$ cat src/rtl/clk_div_pkg.sv
// Shared definitions for the reference-clock divider sequencer.
package clk_div_pkg;

    localparam int RATIO_W = 8;
    localparam logic [RATIO_W-1:0] RATIO_BYPASS  = 8'd1;
    localparam logic [RATIO_W-1:0] RATIO_INVALID = 8'd0;

    typedef enum logic [2:0] {
        IDLE,
        DRAIN,
        HOLD,
        ENABLE,
        DONE
    } state_t;

endpackage

$ cat src/rtl/clk_div_ctrl_if.sv
// Ratio-change handshake plus the control lines driven into the divider.
interface clk_div_ctrl_if;
    import clk_div_pkg::*;

    logic               i_cfg_req;
    logic [RATIO_W-1:0] i_cfg_ratio;
    logic               o_cfg_ack;
    logic               o_cfg_err;
    logic [RATIO_W-1:0] o_div_ratio;
    logic               o_div_clk_en;
    logic               o_div_rst_n;
    logic               o_busy;

    modport master (
        output i_cfg_req, i_cfg_ratio,
        input  o_cfg_ack, o_cfg_err, o_div_ratio, o_div_clk_en, o_div_rst_n, o_busy
    );

    modport slave (
        input  i_cfg_req, i_cfg_ratio,
        output o_cfg_ack, o_cfg_err, o_div_ratio, o_div_clk_en, o_div_rst_n, o_busy
    );

endinterface

$ cat src/rtl/clk_div_seq_counter.sv
// Loadable down-counter timing the DRAIN and HOLD phases; saturates at zero.
module clk_div_seq_counter
    import clk_div_pkg::*;
(
    input  logic               clk,
    input  logic               rst_n,
    input  logic               load,
    input  logic               dec,
    input  logic [RATIO_W-1:0] load_value,
    output logic               zero
);

    logic [RATIO_W-1:0] count;

    always_ff @(posedge clk) begin
        if (!rst_n) begin
            count <= '0;
        end else if (load) begin
            count <= load_value;
        end else if (dec && (count != '0)) begin
            count <= count - 8'd1;
        end
    end

    assign zero = (count == '0);

endmodule

$ cat src/rtl/clk_div_ctrl.sv
// Sequencer that validates divide-ratio requests and applies them glitch-safely:
// drain the current period, hold the divider in reset, load the ratio, re-enable.
module clk_div_ctrl
    import clk_div_pkg::*;
#(
    parameter int DEFAULT_RATIO = 8,
    parameter int SETTLE_CYCLES = 2
)
(
    input  logic           i_ref_clk,
    input  logic           i_rst_n,
    clk_div_ctrl_if.slave  bus
);

    localparam logic [RATIO_W-1:0] DEFAULT_VAL = RATIO_W'(DEFAULT_RATIO);
    localparam logic [RATIO_W-1:0] SETTLE_LOAD = RATIO_W'(SETTLE_CYCLES - 1);

    state_t             state;
    logic [RATIO_W-1:0] div_ratio;
    logic [RATIO_W-1:0] pending;
    logic               div_rst_n;
    logic               clk_en;
    logic               cfg_ack;
    logic               cfg_err;
    logic               busy;
    logic               req_armed;
    logic               in_txn;

    logic               accept;
    logic               is_change;
    logic               cnt_load;
    logic               cnt_dec;
    logic               cnt_zero;
    logic [RATIO_W-1:0] cnt_value;

    assign accept    = (state == IDLE) && bus.i_cfg_req && req_armed;
    assign is_change = (bus.i_cfg_ratio != RATIO_INVALID) && (bus.i_cfg_ratio != div_ratio);

    // Counter is loaded on entry to DRAIN/HOLD and counts down while there.
    always_comb begin
        cnt_load  = 1'b0;
        cnt_dec   = 1'b0;
        cnt_value = '0;
        case (state)
            IDLE: begin
                if (accept && is_change) begin
                    cnt_load  = 1'b1;
                    cnt_value = (div_ratio == RATIO_BYPASS) ? SETTLE_LOAD : (div_ratio - 8'd1);
                end
            end
            DRAIN: begin
                if (cnt_zero) begin
                    cnt_load  = 1'b1;
                    cnt_value = SETTLE_LOAD;
                end else begin
                    cnt_dec = 1'b1;
                end
            end
            HOLD:    cnt_dec = !cnt_zero;
            default: ;
        endcase
    end

    clk_div_seq_counter u_counter (
        .clk        (i_ref_clk),
        .rst_n      (i_rst_n),
        .load       (cnt_load),
        .dec        (cnt_dec),
        .load_value (cnt_value),
        .zero       (cnt_zero)
    );

    always_ff @(posedge i_ref_clk) begin
        if (!i_rst_n) begin
            state     <= HOLD;
            div_ratio <= DEFAULT_VAL;
            pending   <= DEFAULT_VAL;
            div_rst_n <= 1'b0;
            clk_en    <= 1'b0;
            cfg_ack   <= 1'b0;
            cfg_err   <= 1'b0;
            busy      <= 1'b1;
            req_armed <= 1'b0;
            in_txn    <= 1'b0;
        end else begin
            cfg_ack <= 1'b0;
            cfg_err <= 1'b0;
            if (!bus.i_cfg_req) begin
                req_armed <= 1'b1;
            end
            case (state)
                IDLE: begin
                    if (accept) begin
                        req_armed <= 1'b0;
                        busy      <= 1'b1;
                        in_txn    <= 1'b1;
                        if (bus.i_cfg_ratio == RATIO_INVALID) begin
                            state   <= DONE;
                            cfg_ack <= 1'b1;
                            cfg_err <= 1'b1;
                        end else if (bus.i_cfg_ratio == div_ratio) begin
                            state   <= DONE;
                            cfg_ack <= 1'b1;
                        end else begin
                            pending <= bus.i_cfg_ratio;
                            // In bypass there is no divided period to drain.
                            if (div_ratio == RATIO_BYPASS) begin
                                state     <= HOLD;
                                div_ratio <= bus.i_cfg_ratio;
                                div_rst_n <= 1'b0;
                                clk_en    <= 1'b0;
                            end else begin
                                state <= DRAIN;
                            end
                        end
                    end
                end
                DRAIN: begin
                    if (cnt_zero) begin
                        state     <= HOLD;
                        div_ratio <= pending;
                        div_rst_n <= 1'b0;
                        clk_en    <= 1'b0;
                    end
                end
                HOLD: begin
                    if (cnt_zero) begin
                        state     <= ENABLE;
                        div_rst_n <= 1'b1;
                    end
                end
                ENABLE: begin
                    // Enable follows reset release by a cycle so it is never high in reset.
                    clk_en <= (div_ratio > RATIO_BYPASS);
                    if (in_txn) begin
                        state   <= DONE;
                        cfg_ack <= 1'b1;
                    end else begin
                        state <= IDLE;
                        busy  <= 1'b0;
                    end
                end
                DONE: begin
                    state  <= IDLE;
                    busy   <= 1'b0;
                    in_txn <= 1'b0;
                end
                default: state <= HOLD;
            endcase
        end
    end

    assign bus.o_cfg_ack    = cfg_ack;
    assign bus.o_cfg_err    = cfg_err;
    assign bus.o_div_ratio  = div_ratio;
    assign bus.o_div_clk_en = clk_en;
    assign bus.o_div_rst_n  = div_rst_n;
    assign bus.o_busy       = busy;

endmodule

$ cat src/flat_wrapper.sv
// flat-port wrapper written by rule: the top's interface ports become plain ports
module clk_div_ctrl_flat import clk_div_pkg::*;
#(
    parameter int DEFAULT_RATIO = 8,
    parameter int SETTLE_CYCLES = 2
)
  (i_ref_clk, i_rst_n, bus_i_cfg_req, bus_i_cfg_ratio, bus_o_cfg_ack, bus_o_cfg_err, bus_o_div_ratio, bus_o_div_clk_en, bus_o_div_rst_n, bus_o_busy);
  clk_div_ctrl_if bus_i ();
  input  logic i_ref_clk;
  input  logic i_rst_n;
  input wire logic [$bits(bus_i.i_cfg_req)-1:0] bus_i_cfg_req;
  input wire logic [$bits(bus_i.i_cfg_ratio)-1:0] bus_i_cfg_ratio;
  output wire logic [$bits(bus_i.o_cfg_ack)-1:0] bus_o_cfg_ack;
  output wire logic [$bits(bus_i.o_cfg_err)-1:0] bus_o_cfg_err;
  output wire logic [$bits(bus_i.o_div_ratio)-1:0] bus_o_div_ratio;
  output wire logic [$bits(bus_i.o_div_clk_en)-1:0] bus_o_div_clk_en;
  output wire logic [$bits(bus_i.o_div_rst_n)-1:0] bus_o_div_rst_n;
  output wire logic [$bits(bus_i.o_busy)-1:0] bus_o_busy;
  assign bus_i.i_cfg_req = bus_i_cfg_req;
  assign bus_i.i_cfg_ratio = bus_i_cfg_ratio;
  assign bus_o_cfg_ack = bus_i.o_cfg_ack;
  assign bus_o_cfg_err = bus_i.o_cfg_err;
  assign bus_o_div_ratio = bus_i.o_div_ratio;
  assign bus_o_div_clk_en = bus_i.o_div_clk_en;
  assign bus_o_div_rst_n = bus_i.o_div_rst_n;
  assign bus_o_busy = bus_i.o_busy;
  clk_div_ctrl #(.DEFAULT_RATIO(DEFAULT_RATIO), .SETTLE_CYCLES(SETTLE_CYCLES)) u_core (.i_ref_clk(i_ref_clk), .i_rst_n(i_rst_n), .bus(bus_i));
endmodule
$ cat config.mk
export PLATFORM = sky130hd
export DESIGN_NAME = clk_div_ctrl_flat
export DESIGN_NICKNAME = d
export VERILOG_FILES = /design/src/rtl/clk_div_pkg.sv /design/src/rtl/clk_div_ctrl_if.sv /design/src/rtl/clk_div_seq_counter.sv /design/src/rtl/clk_div_ctrl.sv /design/src/flat_wrapper.sv
export SDC_FILE = /design/constraint.sdc
export NUM_CORES = 1
export LEC_CHECK = 0
export ABC_CLOCK_PERIOD_IN_PS = 3300
export CORE_ASPECT_RATIO = 1.25
export CORE_MARGIN = 2
export CORE_UTILIZATION = 35
export CTS_BUF_LIST = sky130_fd_sc_hd__clkbuf_4
export DETAILED_ROUTE_END_ITERATION = 8
export GPL_ROUTABILITY_DRIVEN = 0
export HOLD_SLACK_MARGIN = 0.06
export SETUP_SLACK_MARGIN = 0.15
export SYNTH_ARGS = -nofsm -noshare
export SYNTH_HDL_FRONTEND = slang
export SYNTH_HIERARCHICAL = 1
export SYNTH_SLANG_ARGS = --single-unit
$ cat constraint.sdc
create_clock -name i_ref_clk -period 3.3 [get_ports i_ref_clk]
set_input_delay 0.66 -clock i_ref_clk [delete_from_list [all_inputs] [get_ports i_ref_clk]]
set_output_delay 0.66 -clock i_ref_clk [all_outputs]
set_load 0.01 [all_outputs]
# --- After elaboration in Yosys (flattened, before gate mapping) ---
# Index checks and enable logic that the tools add are counted.
totals:
  out_inout_bits: 13
  regBits: 34
  in_bits: 11
  wordCells: 101
classes:
  n_lt_le_gt_ge: 1
  bitwise_logic: 2
  eq_ne: 14
  addsub: 2
  n_mux: 46
  n_reduce_logical: 25
op_table:
  columns: ["operator", "count"]
  rows:
  - ["2-to-1 mux 8 bit", 9]
  - ["one-hot mux 8 bit (2 select lines)", 2]
  - ["2-to-1 mux 1 bit", 20]
  - ["2-to-1 mux 3 bit", 6]
  - ["zero test 8 bit", 2]
  - ["nonzero test 8 bit", 2]
  - ["subtractor 8 x 1 -> 8 bit, second input constant", 2]
  - ["one-hot mux 3 bit (5 select lines)", 1]
  - ["AND reduction 6 bit", 2]
  - ["one-hot mux 1 bit (3 select lines)", 3]
  - ["AND reduction 3 bit", 3]
  - ["nonzero test 3 bit", 3]
  - ["== test 8 x 1 -> 1 bit, second input constant", 1]
  - ["== test 8 bit", 1]
  - ["> comparator 8 x 1 -> 1 bit, second input constant", 1]
  - ["!= test 2 bit, second input constant", 4]
  - ["!= test 8 bit", 1]
  - ["one-hot mux 1 bit (2 select lines)", 4]
  - ["AND reduction 7 bit", 1]
  - ["== test 3 x 2 -> 1 bit, second input constant", 2]
  - ["!= test 2 x 1 -> 1 bit, second input constant", 3]
  - ["nonzero test 2 bit", 3]
  - ["logical AND 1 bit", 5]
  - ["AND reduction 4 bit", 1]
  - ["other kinds (7)", 8]

# --- Logic depth before layout (Yosys ltp) ---
depth:
  ltp_word: 7
  ltp_mapped: 11
  ltp_nobuf: 10

# --- Modules after synthesis ---
# The synthesis kept the hierarchy.
by_module_without_submodules:
  columns: ["mod", "n_inst", "seq_area_each_um2", "area_each_um2", "cells_each"]
  rows:
  - ["clk_div_ctrl", 1, 520.5, 1481.4, 186]
  - ["clk_div_seq_counter", 1, 160.2, 508.0, 58]

# --- Least setup slack after synthesis ---
# Ideal clock, no wire load.
synth_timing:
  path_type: "register to register"
  from: "register u_core.u_counter.count[2]"
  to: "register u_core.u_counter.count[2]"
  setup_ns: 0.115
  n_path_buf: 1
  synth_period_minus_slack_ns: 2.504
  stages_incl_launch_ff: 10
  required_ns: 3.185
  slack_ns: 0.796
  arrival_ns: 2.389
  cell_sequence: "dfxtp_1 > or4_4 > nor4_1 > nand2_1 > nand2_1 > clkbuf_1 > nor3b_1 > a21oi_1 > o31ai_1 > and2_1"
synth_between:
  elab_cells_between_ends: 12
  cone_classes: "add/sub (1); mux (6); reduce/logical (5)"
synth_lines:
  columns: ["element", "line", "source"]
  rows:
  - ["start: declaration", "clk_div_seq_counter.sv:13", "logic [RATIO_W-1:0] count;"]
  - ["start signal: assignment", "clk_div_seq_counter.sv:19", "count <= load_value;"]
  - ["start signal: assignment", "clk_div_seq_counter.sv:21", "count <= count - 8'd1;"]
  - ["zero test 8 bit (*)", "clk_div_seq_counter.sv:25", "assign zero = (count == '0);"]
  - ["net u_core.cnt_zero", "clk_div_ctrl.sv:33", "logic cnt_zero;"]
  - ["2-to-1 mux 1 bit (*)", "clk_div_ctrl.sv:52", "if (cnt_zero) begin"]
  - ["one-hot mux 1 bit (2 select lines) (*)", "clk_div_ctrl.sv:44", "case (state)"]
  - ["net u_core.cnt_load", "clk_div_ctrl.sv:31", "logic cnt_load;"]
  - ["2-to-1 mux 8 bit or nonzero test 2 bit (tied branches)", null, null]
# Mark *: on every way through the listed nets, which the timed path passes. The rest lies on a longest branch. The select of a mux whose other input is x is not followed.
# A chain may end at the register's enable or synchronous reset.

# --- Worst setup path after layout ---
layout_timing:
  from: "input bus_i_cfg_ratio[7]"
  to: "register u_core.u_counter.count[1]"
layout_between:
  elab_chain_cells: 6
  elab_cells_between_ends: 10
  cone_classes: "eq/ne (1); mux (5); reduce/logical (4)"
layout_rtl:
  columns: ["element", "line", "source"]
  rows:
  - ["start: declaration", "flat_wrapper.sv:12", "input wire logic [$bits(bus_i.i_cfg_ratio)-1:0] bus_i_cfg_ratio;"]
  - ["!= test 8 bit or nonzero test 8 bit (tied branches)", "clk_div_ctrl.sv:37", "assign is_change = (bus.i_cfg_ratio != RATIO_INVALID) && (bus.i_cfg_ratio != div_ratio);"]
  - ["logical AND 1 bit (*)", "clk_div_ctrl.sv:37", null]
  - ["logical AND 1 bit (*)", "clk_div_ctrl.sv:46", "if (accept && is_change) begin"]
  - ["2-to-1 mux 1 bit (*)", "clk_div_ctrl.sv:46", null]
  - ["one-hot mux 1 bit (2 select lines) (*)", "clk_div_ctrl.sv:44", null]
  - ["net u_core.cnt_load", "clk_div_ctrl.sv:31", null]
  - ["2-to-1 mux 8 bit or nonzero test 2 bit (tied branches)", null, null]
# Mark *: on every way through the listed nets, which the timed path passes. The rest lies on a longest branch.

==> flow_metrics.py <==
metrics = {
    "run_status": {
        "status": "finished clean",
    },
    "route": {
        "wirelength_mm": 4.85,
        "vias": 1834,
        "vias_per_cell": 5.51,
        "drt_iter0_drc": 62,
        "routedWlPerCell_um": 14.6,
        "postRouteAntennaNets": 0,
        "remaining_drc_errors": 0,
        "drt-pass1-iter-count": 4,
    },
    "final_layout": {
        "nets": 283,
        "area_growth_pct": 18.6,
        "final_cells": 333,
        "drive_gt1_frac": 0.0855,
        "stdcell_area_um2": 2360,
        "diodes": 0,
    },
    "critical_path": {
        "cp_slowest_cell": "or4b_2",
        "crit_family": "simple AND/OR/NAND/NOR gates",
        "crit_type": "in2reg",
        "start_kind": "input port",
        "slowest_delay_ns": 0.66,
        "cp_data_arrival_time_ns": 2.82,
        "cp.required_ns": 3.59,
        "crit_buf_inv": 1,
        "endpoint_kind": "flop",
        "cp_max_fo": 5,
        "cp_cell_sequence": "clkdlybuf4s50_1 > nor4_1 > a211oi_2 > o21ai_2 > nand2_1 > or4b_2 > nand3_1",
    },
    "pwr": {
        "p_leak_nw": 0.855,
        "totalPowerFinal_mw": 1.62,
        "power_density_nw_per_um2": 686,
        "ir_drop_uv": 322,
    },
    "logic_synthesis": {
        "synthAdderAreaFrac": 0.0252,
        "async_flop_share": 0,
        "yosysTopAreaCell": "dfxtp_1",
        "syn_area_um2": 1990,
        "synth_top_family_by_area": "simple AND/OR/NAND/NOR gates",
        "syn_avg_cell_area_um2": 8.15,
        "synth_xor_area_frac": 0.0792,
        "muxShareOfSynthArea": 0.0503,
        "ys_seq_elements": 34,
        "synth-edff-count": 0,
        "synth_cell_type_count": 49,
        "synth_top_cells_by_count": "34 x dfxtp_1, 26 x o21ai_0, 22 x nand2_1",
        "synthFlopType": "dfxtp_1",
        "yosys.area_share.simple": 0.248,
        "ys_seq_area_frac": 0.342,
        "yosys-top-cells-area": "dfxtp_1 34%, xnor2_1 7.0%, o21ai_0 6.5%",
        "syn_nets": 259,
        "netlist.area_leader.share": 0.342,
        "ys_warn_count": 6,
        "synth_compound_area_frac": 0.213,
        "synth_most_common_cell": "dfxtp_1",
        "synth_cells": 244,
    },
    "global_route": {
        "antenna_found_initial": 0,
        "grt_first_pass_wirelength_mm": 8.27,
        "grt_max_degree": 21,
        "grt_pass1_vias": 1700,
        "grt_overflow_total": 0,
        "grtUsageTotal": 0.165,
    },
    "placed_design": {
        "port_buffers": 23,
        "dp.cells": 325,
        "dpl_cell_area_um2": 2310,
        "pre_cts_ws_ns": 0.447,
        "post-dp-hpwl_mm": 3.58,
    },
    "floorplanning": {
        "core-area_um2": 5440,
        "die_w_um": 71.4,
        "rows": 30,
        "boundaryPins": 24,
        "die_y_um": 88.3,
        "die_area_um2": 6310,
        "initial_core_util": 0.366,
    },
    "clock_tree": {
        "clk_pin_slew_ns": 0.10,
        "cts_tree": "done",
        "cts.sinks": 34,
        "clk_latency_ns": 0.34,
        "cts_buffers": 5,
        "post_cts_buffers": 0,
        "postCtsResizedCells": 0,
        "clock_path_buffers": 2,
        "cts-htree-levels": 2,
        "cts_root_buf": "clkbuf_4",
        "cts_hold_buf": 0,
    },
    "sta": {
        "maxSlewViolCount": 0,
        "tns_ns": 0,
        "hold_violations": 0,
        "post-route-min-period_ns": 2.53,
        "rsz0062_at_grt": "no",
        "tightest_slew_ns": 0.575,
        "relSlewSlack": 0.613,
        "setup_slack_ns": 0.771,
        "setup_violations": 0,
        "finalClockSkew_ns": 0.00488,
        "post-route-period-util": 0.766,
        "clock.fmax_ghz": 0.395,
    },
    "run": {
        "cap_violations": 0,
    },
    "hold_path": {
        "min_path_type": "reg2reg",
    },
}
[area by class of cell]
type | count | area (µm²)
Fill cell | 559 | 3080
Multi-Input combinational cell | 188 | 1230
Sequential cell | 34 | 681
Timing Repair Buffer | 30 | 283
Tap cell | 64 | 80.1
Clock buffer | 6 | 45.0
Inverter | 9 | 33.8
Clock inverter | 2 | 8.76
[registers in the layout, indices dropped and copies added, names as in the netlist]
| register | flops |
|---|---|
| u_core/u_counter/count | 8 |
| u_core/bus.o_busy | 1 |
| u_core/bus.o_div_rst_n | 1 |
| u_core/in_txn | 1 |
| u_core/state | 3 |
| u_core/req_armed | 1 |
| u_core/bus.o_cfg_err | 1 |
| u_core/bus.o_cfg_ack | 1 |
| u_core/pending | 8 |
| u_core/bus.o_div_clk_en | 1 |
| u_core/bus.o_div_ratio | 8 |
[routing by layer]
metal	track usage	part of all wire	routed length [µm]
met1	0.208	0.45	2210
met3	0.0239	0.026	124
met2	0.287	0.50	2440
met5	0	0	0
met4	0.0617	0.016	79
[worst reg2reg max path, delay by kind of cell (launching register included)]
| family | cells | cell delay, ns |
|---|---|---|
| AOI/OAI and AO/OA | 1 | 0.08 |
| DFF | 1 | 0.40 |
| muxes | 1 | 0.21 |
| buffers and inverters | 4 | 0.55 |
| and+or+nand+nor | 4 | 0.90 |
| adders and majority gates | 1 | 0.21 |
[power by group]
group | internal, mW | total, mW | leakage (nW) | switching (mW)
clock | 0.0882 | 0.231 | 0.0331 | 0.143
combinational | 0.408 | 0.810 | 0.545 | 0.401
sequential | 0.485 | 0.578 | 0.276 | 0.0933
[logic make-up (layout without fill, tap and decap cells)]
kind of cell / Yosys count / after routing
buffers and inverters: 22 / 47
muxes: 10 / 10
adders and majority gates: 4 / 4
AOI/OAI and AO/OA: 63 / 63
xor gates and xnor gates: 18 / 18
DFF: 34 / 34
and+or+nand+nor: 93 / 93
[cells in the final DEF (no fill, tap or decap), types with 8 or more instances in the layout]
| master | n |
|---|---|
| nand2_1 | 22 |
| nor3_1 | 10 |
| a21oi_1 | 11 |
| xnor2_1 | 16 |
| dfxtp_1 | 34 |
| clkdlybuf4s50_1 | 23 |
| mux2i_1 | 10 |
| nand3_1 | 12 |
| nor2_1 | 16 |
| inv_1 | 8 |
| o21ai_0 | 26 |
[path summary, 6_finish.rpt]
path	from	endpoint	slack [ns]	depth (start not counted)
hold reg to reg	u_core/req_armed$_SDFF_PN0_	u_core/req_armed$_SDFF_PN0_	0.48	2
setup / recovery	bus_i_cfg_ratio[7]	u_core/u_counter/count[1]$_SDFFE_PN0P_	0.77	7
setup reg to reg	u_core/u_counter/count[0]$_SDFFE_PN0P_	u_core/u_counter/count[7]$_SDFFE_PN0P_	0.85	11
hold / removal	u_core/req_armed$_SDFF_PN0_	u_core/req_armed$_SDFF_PN0_	0.48	2
[stage by stage]
step / hold WS (ns) / utilization
CTS: 0.483 / 0.434
global placement: 0.453 / 0.424
floorplan: 0.444 / -
detailed placement: 0.463 / 0.424
global route: 0.511 / 0.434
finish: 0.476 / 0.434
Note: power is estimated with default switching activity, not from simulation.
